## config.mk

```make
export PLATFORM = sky130hd
export DESIGN_NAME = fake_tpi_gen
export DESIGN_NICKNAME = d
export VERILOG_FILES = /design/src/rtl/fake_tpi_pkg.sv /design/src/rtl/tpi_handshake.sv /design/src/rtl/fake_tpi_gen.sv
export SDC_FILE = /design/constraint.sdc
export NUM_CORES = 1
export LEC_CHECK = 0
export ABC_AREA = 1
export BUFFER_PORTS_ARGS = -buffer_cell sky130_fd_sc_hd__buf_4
export CORE_MARGIN = 2
export CORE_UTILIZATION = 25
export CTS_BUF_LIST = sky130_fd_sc_hd__clkbuf_16
export CTS_CLUSTER_SIZE = 25
export DETAILED_ROUTE_END_ITERATION = 6
export PLACE_DENSITY_LB_ADDON = 0.15
export SLEW_MARGIN = 20
export SYNTH_ARGS = -nofsm -noshare
export SYNTH_HDL_FRONTEND = slang
export SYNTH_HIERARCHICAL = 1
export SYNTH_SLANG_ARGS = --single-unit
```

## constraint.sdc

```tcl
create_clock -name clock -period 1.6 [get_ports clock]
set_clock_uncertainty 0.05 [all_clocks]
set_input_delay 0.16 -clock clock [delete_from_list [all_inputs] [get_ports clock]]
set_output_delay 0.16 -clock clock [all_outputs]
set_load 0.02 [all_outputs]
```

## src/rtl/fake_tpi_pkg.sv

```systemverilog
`default_nettype none
// ============================================================================
// Module      : fake_tpi_pkg
// Description : Shared types and register-map helpers for fake_tpi_gen.
//               Register offsets depend only on the port count N:
//               PR 0..N-1, DDR N..2N-1, EDGE 2N, MASK 2N+1, AIR 2N+2,
//               HSCR 2N+3, VEC 2N+4.
// Revision    : 1.0 - initial release
// ============================================================================
package fake_tpi_pkg;

    typedef enum logic [1:0] {
        HS_HANDSHAKE = 2'b00,
        HS_PULSE     = 2'b01,
        HS_LOW       = 2'b10,
        HS_HIGH      = 2'b11
    } hs_mode_t;

    typedef enum logic [1:0] {
        IDLE  = 2'b00,
        WAIT  = 2'b01,
        PULSE = 2'b10
    } hs_state_t;

    function automatic int reg_pr(input int k);
        return k;
    endfunction

    function automatic int reg_ddr(input int n, input int k);
        return n + k;
    endfunction

    function automatic int reg_edge(input int n);
        return 2 * n;
    endfunction

    function automatic int reg_mask(input int n);
        return 2 * n + 1;
    endfunction

    function automatic int reg_air(input int n);
        return 2 * n + 2;
    endfunction

    function automatic int reg_hscr(input int n);
        return 2 * n + 3;
    endfunction

    function automatic int reg_vec(input int n);
        return 2 * n + 4;
    endfunction

endpackage
`default_nettype wire

```

## src/rtl/tpi_handshake.sv

```systemverilog
`default_nettype none
// ============================================================================
// Module      : tpi_handshake
// Description : One handshake strobe channel.
//               mode 00 handshake: strobe low from a port access until an
//                                  active ack edge.
//               mode 01 pulse    : strobe low for PULSE_LEN clocks after a
//                                  port access; retrigger reloads.
//               mode 10/11       : strobe forced low / high.
// Ports       : clock, _reset (async active-low)
//               mode        - current mode bits
//               mode_wr     - mode register being written this clock
//               mode_new    - mode bits being written
//               port_access - read or write of the associated port
//               ack_edge    - active edge of the associated irq input
//               hs          - registered strobe output
// Revision    : 1.0 - initial release
// ============================================================================
module tpi_handshake
    import fake_tpi_pkg::*;
#(
    parameter int PULSE_LEN = 4
) (
    input  logic       clock,
    input  logic       _reset,
    input  logic [1:0] mode,
    input  logic       mode_wr,
    input  logic [1:0] mode_new,
    input  logic       port_access,
    input  logic       ack_edge,
    output logic       hs
);

    localparam int              CNT_W      = (PULSE_LEN > 1) ? $clog2(PULSE_LEN) : 1;
    // Counter holds the number of low clocks remaining after the current one.
    localparam logic [CNT_W-1:0] C_CNT_LOAD = CNT_W'(PULSE_LEN - 1);
    localparam logic [CNT_W-1:0] C_CNT_ONE  = CNT_W'(1);

    hs_state_t        r_state;
    logic [CNT_W-1:0] r_cnt;
    logic             r_hs;

    always_ff @(posedge clock or negedge _reset) begin
        if (!_reset) begin
            r_state <= IDLE;
            r_cnt   <= '0;
            r_hs    <= 1'b1;
        end else if (mode_wr) begin
            r_state <= IDLE;
            r_cnt   <= '0;
            r_hs    <= (hs_mode_t'(mode_new) != HS_LOW);
        end else begin
            case (hs_mode_t'(mode))
                HS_HANDSHAKE: begin
                    // A new access wins over a coincident ack edge.
                    if (port_access) begin
                        r_state <= WAIT;
                        r_hs    <= 1'b0;
                    end else if (r_state == WAIT && ack_edge) begin
                        r_state <= IDLE;
                        r_hs    <= 1'b1;
                    end
                end
                HS_PULSE: begin
                    if (port_access) begin
                        r_state <= PULSE;
                        r_cnt   <= C_CNT_LOAD;
                        r_hs    <= 1'b0;
                    end else if (r_state == PULSE) begin
                        if (r_cnt == '0) begin
                            r_state <= IDLE;
                            r_hs    <= 1'b1;
                        end else begin
                            r_cnt <= r_cnt - C_CNT_ONE;
                        end
                    end
                end
                HS_LOW: begin
                    r_state <= IDLE;
                    r_hs    <= 1'b0;
                end
                default: begin
                    r_state <= IDLE;
                    r_hs    <= 1'b1;
                end
            endcase
        end
    end

    assign hs = r_hs;

endmodule
`default_nettype wire

```

## src/rtl/fake_tpi_gen.sv

```systemverilog
`default_nettype none
// ============================================================================
// Module      : fake_tpi_gen
// Description : Parametrised tri-port-interface successor. NUM_PORTS I/O
//               ports with data direction registers, edge-programmable
//               interrupt latch with mask / priority vector / write-1-clear,
//               and NUM_HS handshake strobe channels.
// Ports       : clock, _reset (async active-low)
//               _cs, _write, addr, wdata   - synchronous host bus
//               rdata, rdata_oe            - registered read data / valid
//               pin_in, pin_out, pin_oe    - port pins, outputs, enables
//               irq_in                     - async interrupt / ack inputs
//               hs_out                     - handshake strobes
//               irq_n                      - registered active-low request
// Options     : FAKE_TPI_AUTOACK_EN - a VEC read with pending set clears the
//               reported latch bit in the same clock.
// Revision    : 1.0 - initial release
// ============================================================================
module fake_tpi_gen
    import fake_tpi_pkg::*;
#(
    parameter int NUM_PORTS = 3,
    parameter int PORT_W    = 8,
    parameter int NUM_IRQ   = 5,
    parameter int NUM_HS    = 2,
    parameter int PULSE_LEN = 4,
    parameter int ADDR_W    = 4
) (
    input  logic                        clock,
    input  logic                        _reset,
    input  logic                        _cs,
    input  logic                        _write,
    input  logic [ADDR_W-1:0]           addr,
    input  logic [PORT_W-1:0]           wdata,
    output logic [PORT_W-1:0]           rdata,
    output logic                        rdata_oe,
    input  logic [NUM_PORTS*PORT_W-1:0] pin_in,
    output logic [NUM_PORTS*PORT_W-1:0] pin_out,
    output logic [NUM_PORTS*PORT_W-1:0] pin_oe,
    input  logic [NUM_IRQ-1:0]          irq_in,
    output logic [NUM_HS-1:0]           hs_out,
    output logic                        irq_n
);

    localparam int IDX_W = (NUM_IRQ > 1) ? $clog2(NUM_IRQ) : 1;

    logic [PORT_W-1:0]           r_pr  [NUM_PORTS];
    logic [PORT_W-1:0]           r_ddr [NUM_PORTS];
    logic [NUM_IRQ-1:0]          r_edge, r_mask, r_latch;
    logic [NUM_IRQ-1:0]          r_irq_s1, r_irq_s2, r_irq_s3;
    logic [2*NUM_HS-1:0]         r_hscr;
    logic [NUM_PORTS*PORT_W-1:0] r_pin_s1, r_pin_s2;
    logic [PORT_W-1:0]           r_rdata;
    logic                        r_rdata_oe;
    logic                        r_irq_n;

    int                 w_addr;
    logic               w_acc, w_wr, w_rd;
    logic [NUM_IRQ-1:0] w_act, w_pend_vec, w_clr, w_latch_next, w_mask_next;
    logic               w_pending;
    logic [IDX_W-1:0]   w_index;
    logic [PORT_W-1:0]  w_vec, w_rd_val;

    assign w_addr = int'(addr);
    assign w_acc  = ~_cs;
    assign w_wr   = w_acc & ~_write;
    assign w_rd   = w_acc &  _write;

    // Active edge per input, polarity chosen by EDGE (1 = rising).
    assign w_act = (r_irq_s2 & ~r_irq_s3 & r_edge) | (~r_irq_s2 & r_irq_s3 & ~r_edge);

    // Lowest-index pending masked interrupt.
    always_comb begin
        w_pend_vec = r_latch & r_mask;
        w_pending  = |w_pend_vec;
        w_index    = '0;
        for (int i = NUM_IRQ - 1; i >= 0; i--) begin
            if (w_pend_vec[i]) w_index = IDX_W'(i);
        end
        w_vec                 = '0;
        w_vec[IDX_W-1:0]      = w_index;
        w_vec[PORT_W-1]       = w_pending;
    end

    always_comb begin
        w_rd_val = '0;
        for (int k = 0; k < NUM_PORTS; k++) begin
            if (w_addr == reg_pr(k))
                w_rd_val = (r_pr[k] & r_ddr[k]) | (r_pin_s2[k*PORT_W +: PORT_W] & ~r_ddr[k]);
            if (w_addr == reg_ddr(NUM_PORTS, k))
                w_rd_val = r_ddr[k];
        end
        if (w_addr == reg_edge(NUM_PORTS)) w_rd_val = PORT_W'(r_edge);
        if (w_addr == reg_mask(NUM_PORTS)) w_rd_val = PORT_W'(r_mask);
        if (w_addr == reg_air(NUM_PORTS))  w_rd_val = PORT_W'(r_latch);
        if (w_addr == reg_hscr(NUM_PORTS)) w_rd_val = PORT_W'(r_hscr);
        if (w_addr == reg_vec(NUM_PORTS))  w_rd_val = w_vec;
    end

    // Clear terms are applied before set so a coincident edge wins.
    always_comb begin
        w_clr = '0;
        if (w_wr && w_addr == reg_air(NUM_PORTS))
            w_clr = wdata[NUM_IRQ-1:0];
`ifdef FAKE_TPI_AUTOACK_EN
        if (w_rd && w_addr == reg_vec(NUM_PORTS) && w_pending)
            w_clr = w_clr | (NUM_IRQ'(1) << w_index);
`endif
        w_latch_next = (r_latch & ~w_clr) | w_act;
        w_mask_next  = (w_wr && w_addr == reg_mask(NUM_PORTS)) ? wdata[NUM_IRQ-1:0] : r_mask;
    end

    always_ff @(posedge clock or negedge _reset) begin
        if (!_reset) begin
            for (int k = 0; k < NUM_PORTS; k++) begin
                r_pr[k]  <= '0;
                r_ddr[k] <= '0;
            end
            r_edge     <= '0;
            r_mask     <= '0;
            r_latch    <= '0;
            r_hscr     <= '0;
            r_irq_s1   <= '0;
            r_irq_s2   <= '0;
            r_irq_s3   <= '0;
            r_pin_s1   <= '0;
            r_pin_s2   <= '0;
            r_rdata    <= '0;
            r_rdata_oe <= 1'b0;
            r_irq_n    <= 1'b1;
        end else begin
            r_pin_s1 <= pin_in;
            r_pin_s2 <= r_pin_s1;
            r_irq_s1 <= irq_in;
            r_irq_s2 <= r_irq_s1;
            r_irq_s3 <= r_irq_s2;
            r_latch  <= w_latch_next;
            r_mask   <= w_mask_next;
            // Computed from next-state values so irq_n tracks the latch.
            r_irq_n  <= ~|(w_latch_next & w_mask_next);
            if (w_wr) begin
                for (int k = 0; k < NUM_PORTS; k++) begin
                    if (w_addr == reg_pr(k))             r_pr[k]  <= wdata;
                    if (w_addr == reg_ddr(NUM_PORTS, k)) r_ddr[k] <= wdata;
                end
                if (w_addr == reg_edge(NUM_PORTS)) r_edge <= wdata[NUM_IRQ-1:0];
                if (w_addr == reg_hscr(NUM_PORTS)) r_hscr <= wdata[2*NUM_HS-1:0];
            end
            r_rdata_oe <= w_rd;
            if (w_rd) r_rdata <= w_rd_val;
        end
    end

    generate
        for (genvar k = 0; k < NUM_PORTS; k++) begin : g_port
            assign pin_out[k*PORT_W +: PORT_W] = r_pr[k];
            assign pin_oe[k*PORT_W +: PORT_W]  = r_ddr[k];
        end

        for (genvar k = 0; k < NUM_HS; k++) begin : g_hs
            tpi_handshake #(
                .PULSE_LEN (PULSE_LEN)
            ) u_hs (
                .clock       (clock),
                ._reset      (_reset),
                .mode        (r_hscr[2*k +: 2]),
                .mode_wr     (w_wr && (w_addr == reg_hscr(NUM_PORTS))),
                .mode_new    (wdata[2*k +: 2]),
                .port_access (w_acc && (w_addr == reg_pr(k))),
                .ack_edge    (w_act[k]),
                .hs          (hs_out[k])
            );
        end
    endgenerate

    assign rdata    = r_rdata;
    assign rdata_oe = r_rdata_oe;
    assign irq_n    = r_irq_n;

endmodule
`default_nettype wire

```

==> results of run 1 <==
==> path summary, 6_finish.rpt <==
path / slack (ns) / cells past startpoint / end
worst min-delay path: 0.07 / 3 / pin_out[13]
worst min register to register: 0.30 / 0 / r_pin_s2[4]
worst max register to register: 0.09 / 8 / g_hs[1].u_hs/r_state[0]
min in group asynchronous: 0.16 / 2 / r_pin_s1[6]
max in group asynchronous: 0.70 / 3 / g_hs[1].u_hs/hs
worst max-delay path: 0.09 / 8 / g_hs[1].u_hs/r_state[0]
==> worst max-delay path, cell delays in order, from the launching register on <==
cell and delay (ns):
dfrtp_1 0.37, or2_2 0.30, o21ai_1 0.14, buf_4 0.14
nand3_1 0.07, nand2_1 0.08, nand3_2 0.10, nand3_1 0.10
nand2_1 0.05
==> cell families (layout without fill, tap and decap cells) <==
| group | Yosys count | after routing |
|---|---|---|
| buf+inv | 78 | 289 |
| mux | 5 | 5 |
| simple gates | 323 | 323 |
| compound gates | 124 | 124 |
| flops | 150 | 150 |
| fa+ha+maj | 2 | 2 |
==> synth_stat cells, types with 2 or more instances <==
library cell and count:
nor2_1 31, ha_1 2, buf_2 3, o21ai_2 6
nor2_4 9, nand3_1 25, nand2_4 4, dfrtp_1 147
o22ai_1 2, o211ai_1 8, nand2_2 5, or2_2 4
nand4_1 4, o21ai_0 83, nor2_2 2, nand2_1 229
o21ai_1 10, nor3_1 2, buf_6 2, dfstp_2 3
nand3_2 4, a21oi_1 12, mux2_2 4, inv_1 67
inv_2 5
==> per-layer routing <==
layer	vias up	GRT usage [%]	share of wire (%)
met5	-	0	0.085
met4	2	4.224	1.0
met3	13	2.860	4.5
met2	126	23.42	45
met1	2410	21.25	49
li1	2593	-	-
==> repair_timing <==
item / 4_1_cts / 5_1_grt
hold endpoints to repair: 163 / 0
gates resized for setup: 0 / 10
hold buffers: 32 / 0
endpoints found under the setup margin: 0 / 13
buffers inserted: 0 / 3
==> per-stage QoR <==
step | power (W) | area (sq um)
detailed placement | 0.006948 | 7821
global placement | 0.006938 | 7821
finish | 0.01087 | 8753
global route | 0.01143 | 8753
CTS | 0.01100 | 8712
floorplan | 0.005767 | 6265
==> state kept, by name (all words and copies together), names as in the netlist <==
name,flops
pin_oe,24
pin_out,24
r_pin_s1,24
r_pin_s2,24
rdata,8
r_edge,5
r_irq_s1,5
r_irq_s2,5
r_irq_s3,5
r_latch,5
r_mask,5
g_hs.u_hs/r_cnt,4
g_hs.u_hs/r_state,4
r_hscr,4
g_hs.u_hs/hs,2
irq_n,1
rdata_oe,1
==> power groups by stage <==
stage / sequential, W / combinational [W] / clock [W]
6_report: 0.00470 / 0.00223 / 0.00394
5_1_grt: 0.00477 / 0.00247 / 0.00418
4_1_cts: 0.00471 / 0.00224 / 0.00405
3_5_place_dp: 0.00478 / 0.00217 / 0
3_3_place_gp: 0.00478 / 0.00216 / 0
2_1_floorplan: 0.00500 / 0.000762 / 0
==> layout make-up <==
class	count	area (sq um)
inverter	72	270.3
sequential	150	3759
tap	324	405.4
fill	2497	15710
clock buffer	17	425.4
clock inverter	15	145.1
timing repair buffer	185	1535
multi-input combinational	454	2213
==> impl_results.md, run 1 <==
* Mux cell area share after synthesis at 0.8791%
* Core area at 0.02446 sq mm
* Arrival time at the worst endpoint at 1.77 ns
* Worst-path clk slew at 0.07 ns
* Crit path from: r_irq_s2[1]
* Routed vias at 5144
* Max Freq at 663.3 MHz
* First-pass GRT wire length at 29650 um
* Max Slew Vio Count at 0
* RSZ-0062 raised after global routing: true
* H-Tree Depth at 4
* I/O Pins at 105
* Drt first pass iters at 5
* Clock share of power at 36.2%
* Sw power at 0.003448 W
* DR WL/cell at 15.45 um
* Setup crit end kind: flip-flop
* Fin. Hold Viols at 0
* Pin count of the biggest net entering global routing at 37
* Root Buffer: clkbuf_16
* P_leak at 4.286 nW
* DRT iter0 DRCs at 276
* Area leader, netlist: dfrtp_1
* Row count at 57
* GR Util All Layers at 14.99%
* Setup slack after layout at 0.09248 ns
* Tcrit/Tclk final at 94.22%
* ANT cells at 0
* WS Path Type: flip-flop to flip-flop
* Drt drc at 0
* Ratio of cells with drive above 1 in the final layout at 26.99%
* Port bufs at 104
* Sequential area share after synthesis at 60.00%
* Slew at the pin with the worst max-slew slack at 0.4012 ns
* Post-synth top area share at 58.74%
* # clock sinks at 150
* Top FF cell, synth: dfrtp_1
* # setup viols final at 0
* Post-synth EDFFs at 0
* Required @ worst endpoint at 1.86 ns
* Outcome: complete, no violations
* Overflow after GRT at 0
* Seq pwr share at 43.3%
* Synth Instances at 682
* Power per standard cell area at 1241 mW/mm^2
* Final nets at 927
* Adder-Cell Fraction of Synth Area at 0.3996%
* Most common cell after layout, fill and taps aside: nand2_1
* Beginning of the worst register-to-register path: r_irq_s2[1]
* Compound-Gate Fraction of Synth Area at 10.77%
* Synth Cell Area at 0.006262 sq mm
* TritonCTS clock tree: yes
* Setup TNS at 0 ns
* Die area at 0.02633 sq mm
* Utilization after layout at 35.78%
* Comb pwr share at 20.5%
* Post-detail-place hpwl at 14330 um
* Max cap viols at 0
* Routed vias/inst at 4.227
* Initial Util at 25.60%
* Die Ht at 162.3 um
* Area contributors post-synth: dfrtp_1 59%, nand2_1 14%, o21ai_0 6.6%
* Mean area per synthesized cell at 9.182 sq um
* HP Class: input pin to flip-flop
* Sw Share at 31.73%
* Post-Synth XOR/XNOR Area at 0%
* Final Non-Filler Cells at 1217
* Commonest cells after routing, fill and taps aside: 228 x nand2_1, 147 x buf_4, 146 x dfrtp_1
* CTS Buf Count at 17
* Minimum clock period at 1.508 ns
* Placed Cells at 1150
* DP Worst Slack at -0.09456 ns
* CP startpoint kind: flip-flop
* Max FO, Critical Path at 4
* Worst hold slack at 0.07410 ns
* Initial antenna violation count at 1
* Vias in the first global route at 5095
* Largest family of logic cells by synthesized area: simple AND/OR/NAND/NOR gates
* Internal at 0.007419 W
* Cell variety after synth at 34
* Worst min-delay path startpoint: wdata[5]
* Async set-or-reset flop fraction in the synthesized netlist at 100.0%
* WL final at 18800 um
* Worst skew pair latency at 0.43 ns
* Longest Clk Path Bufs at 2
* Die width at 162.3 um
* Post-Synth Simple-Gate Area at 22.98%
* Worst slew margin at 73.26%
* P&R area growth vs syn at 39.78%
* Synth warn at 6
* Post-synth net total at 729
* Antenna-violating nets left at 0
* Final GP Congestion at 0.8304
* Worst vdd ir at 585.8 uV
* Flop and latch count out of synthesis at 150
Power figures use the tool's default switching activity.
==> inputs of run 2 (changes only) <==
- CORE_UTILIZATION: 25 -> 45
==> run 2 against run 1 <==
- via count is 2.9% higher
- final area fell by 3.1%
- critical path depth up 2
- sequential power is essentially flat
- global-route usage up 8.8 points
- register-to-register slack hardly changed
- setup slack better by 0.0044 ns
- flip-flop and latch count did not move
- fmax up 0.29%
- final cell count is 13% lower
==> impl_results.md, run 2 (synthesis results as in run 1) <==
* ANT cells at 0
* Fin. Hold Viols at 0
* Port bufs at 104
* GR Util All Layers at 23.78%
* Minimum clock period at 1.503 ns
* Max FO, Critical Path at 5
* Worst vdd ir at 744.5 uV
* Worst skew pair latency at 0.43 ns
* CTS Buf Count at 17
* HP Class: input pin to flip-flop
* Drt drc at 0
* Commonest cells after routing, fill and taps aside: 229 x nand2_1, 147 x dfrtp_1, 135 x buf_4
* Final non-filler cell area at 0.008481 sq mm
* Crit path from: pin_oe[1]
* Most common cell after layout, fill and taps aside: nand2_1
* # clock sinks at 150
* Drt first pass iters at 5
* R2R Path End: rdata[1]
* Die area at 0.01488 sq mm
* Final GP Congestion at 0.9005
* Max Slew Vio Count at 0
* CP startpoint kind: flip-flop
* P&R area growth vs syn at 35.42%
* DP Area at 0.007516 sq mm
* Die Ht at 122.0 um
* I/O Pins at 105
* Initial antenna violation count at 0
* DRT iter0 DRCs at 361
* Initial Util at 45.65%
* Required @ worst endpoint at 1.87 ns
* Final nets at 912
* H-Tree Depth at 4
* Vias in the first global route at 5142
* R2R Setup Slk at 0.1 ns
* First-pass GRT wire length at 26380 um
* Antenna-violating nets left at 0
* Worst-path clk slew at 0.06 ns
* Max cap viols at 0
* Core area at 0.01372 sq mm
* Crit path to: rdata[1]
* Worst hold slack at 0.04402 ns
* WS Path Type: flip-flop to flip-flop
* Max Freq at 665.3 MHz
* WL final at 16670 um
* RSZ-0062 raised after global routing: true
* TritonCTS clock tree: yes
* Outcome: complete, no violations
* Longest Clk Path Bufs at 2
* Routed vias at 5292
* Reg2Reg Depth at 10
* Post-detail-place hpwl at 11910 um
* # setup viols final at 0
* Ratio of cells with drive above 1 in the final layout at 25.63%
* Power per standard cell area at 1301 mW/mm^2
* P_leak at 4.232 nW
* Arrival time at the worst endpoint at 1.77 ns
* Setup crit end kind: flip-flop
* Worst slew margin at 68.28%
* Beginning of the worst register-to-register path: pin_oe[1]
* Row count at 43
* Slew at the pin with the worst max-slew slack at 0.4746 ns
* Die width at 122.0 um
* Overflow after GRT at 0
* Routed vias/inst at 5.002
* Pin count of the biggest net entering global routing at 52
* Root Buffer: clkbuf_16
* Tcrit/Tclk final at 93.95%
* Filler instances at 1159
* DR WL/cell at 15.75 um
## run 2: changes by cell type in the layout (fill, tap and decap cells not counted), sizes merged
| cell | previous run | this run |
|---|---|---|
| inv | 80 | 79 |
| buf | 153 | 140 |
| dlygate4sd3 | 32 | 30 |
| bufinv | 1 | 3 |
| clkinv | 3 | 2 |
## run 2: repair_timing
item / CTS / global route
gates resized for setup: 1 / 5
hold buffers: 30 / 0
setup endpoints to repair: 3 / 10
pin swaps: 0 / 2
setup buffers: 0 / 5
hold endpoints to repair: 176 / 0
## run 2: where the power goes
group / internal, W / switching, W
Clock: 0.00249 / 0.00166
Sequential: 0.00428 / 0.000412
Combinational: 0.000932 / 0.00126
## run 2: layout make-up
cell class                      instances  area [sq um]  share of cell area (%)
Sequential cell                       150          3757                   44.31
Tap cell                              180         225.2                   2.656
Inverter                               72         270.3                   3.187
Clock buffer                           17         425.4                   5.016
Clock inverter                         15         192.7                   2.272
Multi-Input combinational cell        454          2205                   26.00
Timing Repair Buffer                  170          1405                   16.57
## run 2: how the worst min path moves through the flow
stage	to	cells after the start	slack (ns)	from
6_report	pin_out[21]	3	0.04	wdata[5]
5_1_grt	pin_out[21]	3	0.04	wdata[5]
4_1_cts	pin_out[21]	3	0.02	wdata[5]
3_5_place_dp	r_pin_s2[6]	1	-0.02	_reset
3_3_place_gp	r_pin_s2[6]	1	-0.02	_reset
2_1_floorplan	g_hs[0].u_hs/r_cnt[0]	0	-0.19	_reset
## run 2: metrics by stage
step           std cells     TNS, ns  power (W)  worst slack, ns  utilization (%)
2_1_floorplan        682           0   0.005767          0.08279                -
3_3_place_gp         991  -0.0003827   0.006769       -0.0003827            54.78
3_5_place_dp         991     -0.3278   0.006834          -0.1349            54.78
4_1_cts             1053           0    0.01108          0.04973            61.48
5_1_grt             1058    -0.02791    0.01157         -0.02791            61.81
6_report            1058           0    0.01104          0.09684            61.81
## run 2: routing by layer
metal | vias up | wire length (um) | global-route usage (%)
met2 | 174 | 7829 | 37.26
li1 | 2562 | - | -
met3 | 21 | 913 | 5.478
met1 | 2535 | 7676 | 32.67
met5 | - | 0 | 0
met4 | 0 | 245 | 8.333
## run 2: critical path, stage by stage (launching register included)
cell	delay, ns
dfrtp_1	0.42
nand2_1	0.08
o21ai_0	0.09
nand2_1	0.09
nand3_1	0.07
nor2_1	0.16
nand4_1	0.15
nand2_1	0.10
nand3_1	0.07
nand2_1	0.07
nand2_1	0.05
==> inputs of run 3 (changes only) <==
- CORE_ASPECT_RATIO: default -> 1.2
- clock period: 1.6 -> 1.8 ns (I/O delays scaled with it)
==> run 3 against run 2 <==
- setup slack improved by 0.11 ns
- combinational power fell by 16%
- via count fell by 3.7%
- critical path depth fell by 3
- total power fell by 14%
- register-to-register slack improved by 0.11 ns
- clock-buffer cell count did not move
- final cell count fell by 2.9%
- worst hold slack improved by 0.037 ns
- highest routed layer unchanged
- non-clock buffer count fell by 22
- sequential share of layout area rose by 1.3 points
- final area fell by 3.0%
==> impl_results.md, run 3 (synthesis results as in run 1) <==
* P_leak at 4.092 nW
* Max Freq at 625.7 MHz
* Fin. Hold Viols at 0
* # clock sinks at 150
* # setup viols final at 0
* Arrival time at the worst endpoint at 1.86 ns
* Required @ worst endpoint at 2.06 ns
* Die width at 111.7 um
* Clock share of power at 36.6%
* Most common cell after layout, fill and taps aside: nand2_1
* Die area at 0.01488 sq mm
* Setup crit end kind: flip-flop
* Outcome: complete, no violations
* Initial antenna violation count at 0
* Slew at the pin with the worst max-slew slack at 0.5137 ns
* DR WL/cell at 15.77 um
* ANT cells at 0
* Drt first pass iters at 5
* Max Slew Vio Count at 0
* Port bufs at 104
* Max FO, Critical Path at 4
* Tcrit/Tclk final at 88.78%
* GR Util All Layers at 22.87%
* Internal at 0.006619 W
* Power per standard cell area at 1153 mW/mm^2
* Seq pwr share at 44.1%
* CP startpoint kind: flip-flop
* R2R Setup Slk at 0.20 ns
* Post-detail-place hpwl at 11920 um
* Commonest cells after routing, fill and taps aside: 229 x nand2_1, 147 x dfrtp_1, 115 x buf_4
* WS Path Type: flip-flop to flip-flop
* CTS resizes at 0
* DRT iter0 DRCs at 262
* Row count at 47
* CTS Buf Count at 17
* Comb pwr share at 19.3%
* TritonCTS clock tree: yes
* I/O Pins at 105
* Setup TNS at 0 ns
* Worst slew margin at 65.67%
* Minimum clock period at 1.598 ns
* Worst skew pair latency at 0.42 ns
* Sw Share at 30.28%
* Total Power at 0.009493 W
* Longest Clk Path Bufs at 2
* Final nets at 890
* Drt drc at 0
* Vias in the first global route at 5117
* Core area at 0.01370 sq mm
* HP Class: input pin to flip-flop
* Root Buffer: clkbuf_16
* WL final at 16190 um
* Worst-path clk slew at 0.06 ns
* Routed vias at 5095
* RSZ-0062 raised after global routing: false
* Pin count of the biggest net entering global routing at 54
* Overflow after GRT at 0
* H-Tree Depth at 4
* Final GP Congestion at 0.8968
* Postcts setup bufs at 0
* Antenna-violating nets left at 0
* Routed vias/inst at 4.961
* Initial Util at 45.70%
* Worst vdd ir at 632.8 uV
* P&R area growth vs syn at 31.43%
* Die Ht at 133.2 um
* Sw power at 0.002874 W
* Max cap viols at 0
* Ratio of cells with drive above 1 in the final layout at 22.90%
* Filler instances at 1177
* First-pass GRT wire length at 26410 um
[run 3: routing by layer]
layer  part of all wire (%)  routed length (um)  GRT usage, %
met1                     42                6864         29.00
met2                     52                8393         39.70
met3                    4.5                 729         4.504
met4                    1.3                 205         7.133
met5                      0                   0             0
[run 3: worst paths after layout]
path / start / to / cells past startpoint
min in group asynchronous: _reset / g_hs[1].u_hs/r_state[1] / 2
worst max-delay path: r_irq_s2[0] / g_hs[0].u_hs/r_state[0] / 7
worst min register to register: r_pin_s1[8] / r_pin_s2[8] / 0
worst max register to register: r_irq_s2[0] / g_hs[0].u_hs/r_state[0] / 7
max in group asynchronous: _reset / irq_n / 3
worst min-delay path: wdata[7] / pin_out[15] / 3
[run 3: layout make-up]
type | instances | area (sq um) | share of cell area (%)
clock buffers | 17 | 425.4 | 5.169
clock inverters | 15 | 155.1 | 1.885
multi-input cells | 454 | 2193 | 26.65
inverters | 72 | 270.3 | 3.284
well taps | 171 | 214.0 | 2.600
flip-flops and latches | 150 | 3757 | 45.65
repair buffers | 148 | 1215 | 14.76
[run 3: per-stage QoR]
stage,std cells,area (sq um),worst slack (ns),hold slack (ns),utilization (%)
2_1_floorplan,682,6262,0.1746,-0.1656,-
3_3_place_gp,965,7350,0.1119,0.04041,53.64
3_5_place_dp,965,7350,0.06107,0.04379,53.64
4_1_cts,1027,8230,0.1556,0.07021,60.07
5_1_grt,1027,8230,0.06093,0.09125,60.07
6_report,1027,8230,0.2019,0.08059,60.07
[run 3: repair_timing]
item | in CTS | in global routing
setup endpoints to repair | 0 | 0
hold endpoints to repair | 157 | 0
hold buffers | 30 | 0
[run 3: power groups by stage]
stage	sequential (W)	clock [W]	combinational (W)
floorplan	0.00445	0	0.000677
global placement	0.00423	0	0.00176
detailed placement	0.00424	0	0.00180
CTS	0.00419	0.00352	0.00186
global route	0.00424	0.00367	0.00204
finish	0.00419	0.00347	0.00184
[run 3: critical path: stages, from the launching register on]
cell and delay (ns):
dfrtp_1 0.39, or2_2 0.31, o21ai_0 0.30, nand3_1 0.13, nand2_1 0.09, nand3_2 0.09
nand3_1 0.08, nand2_1 0.05
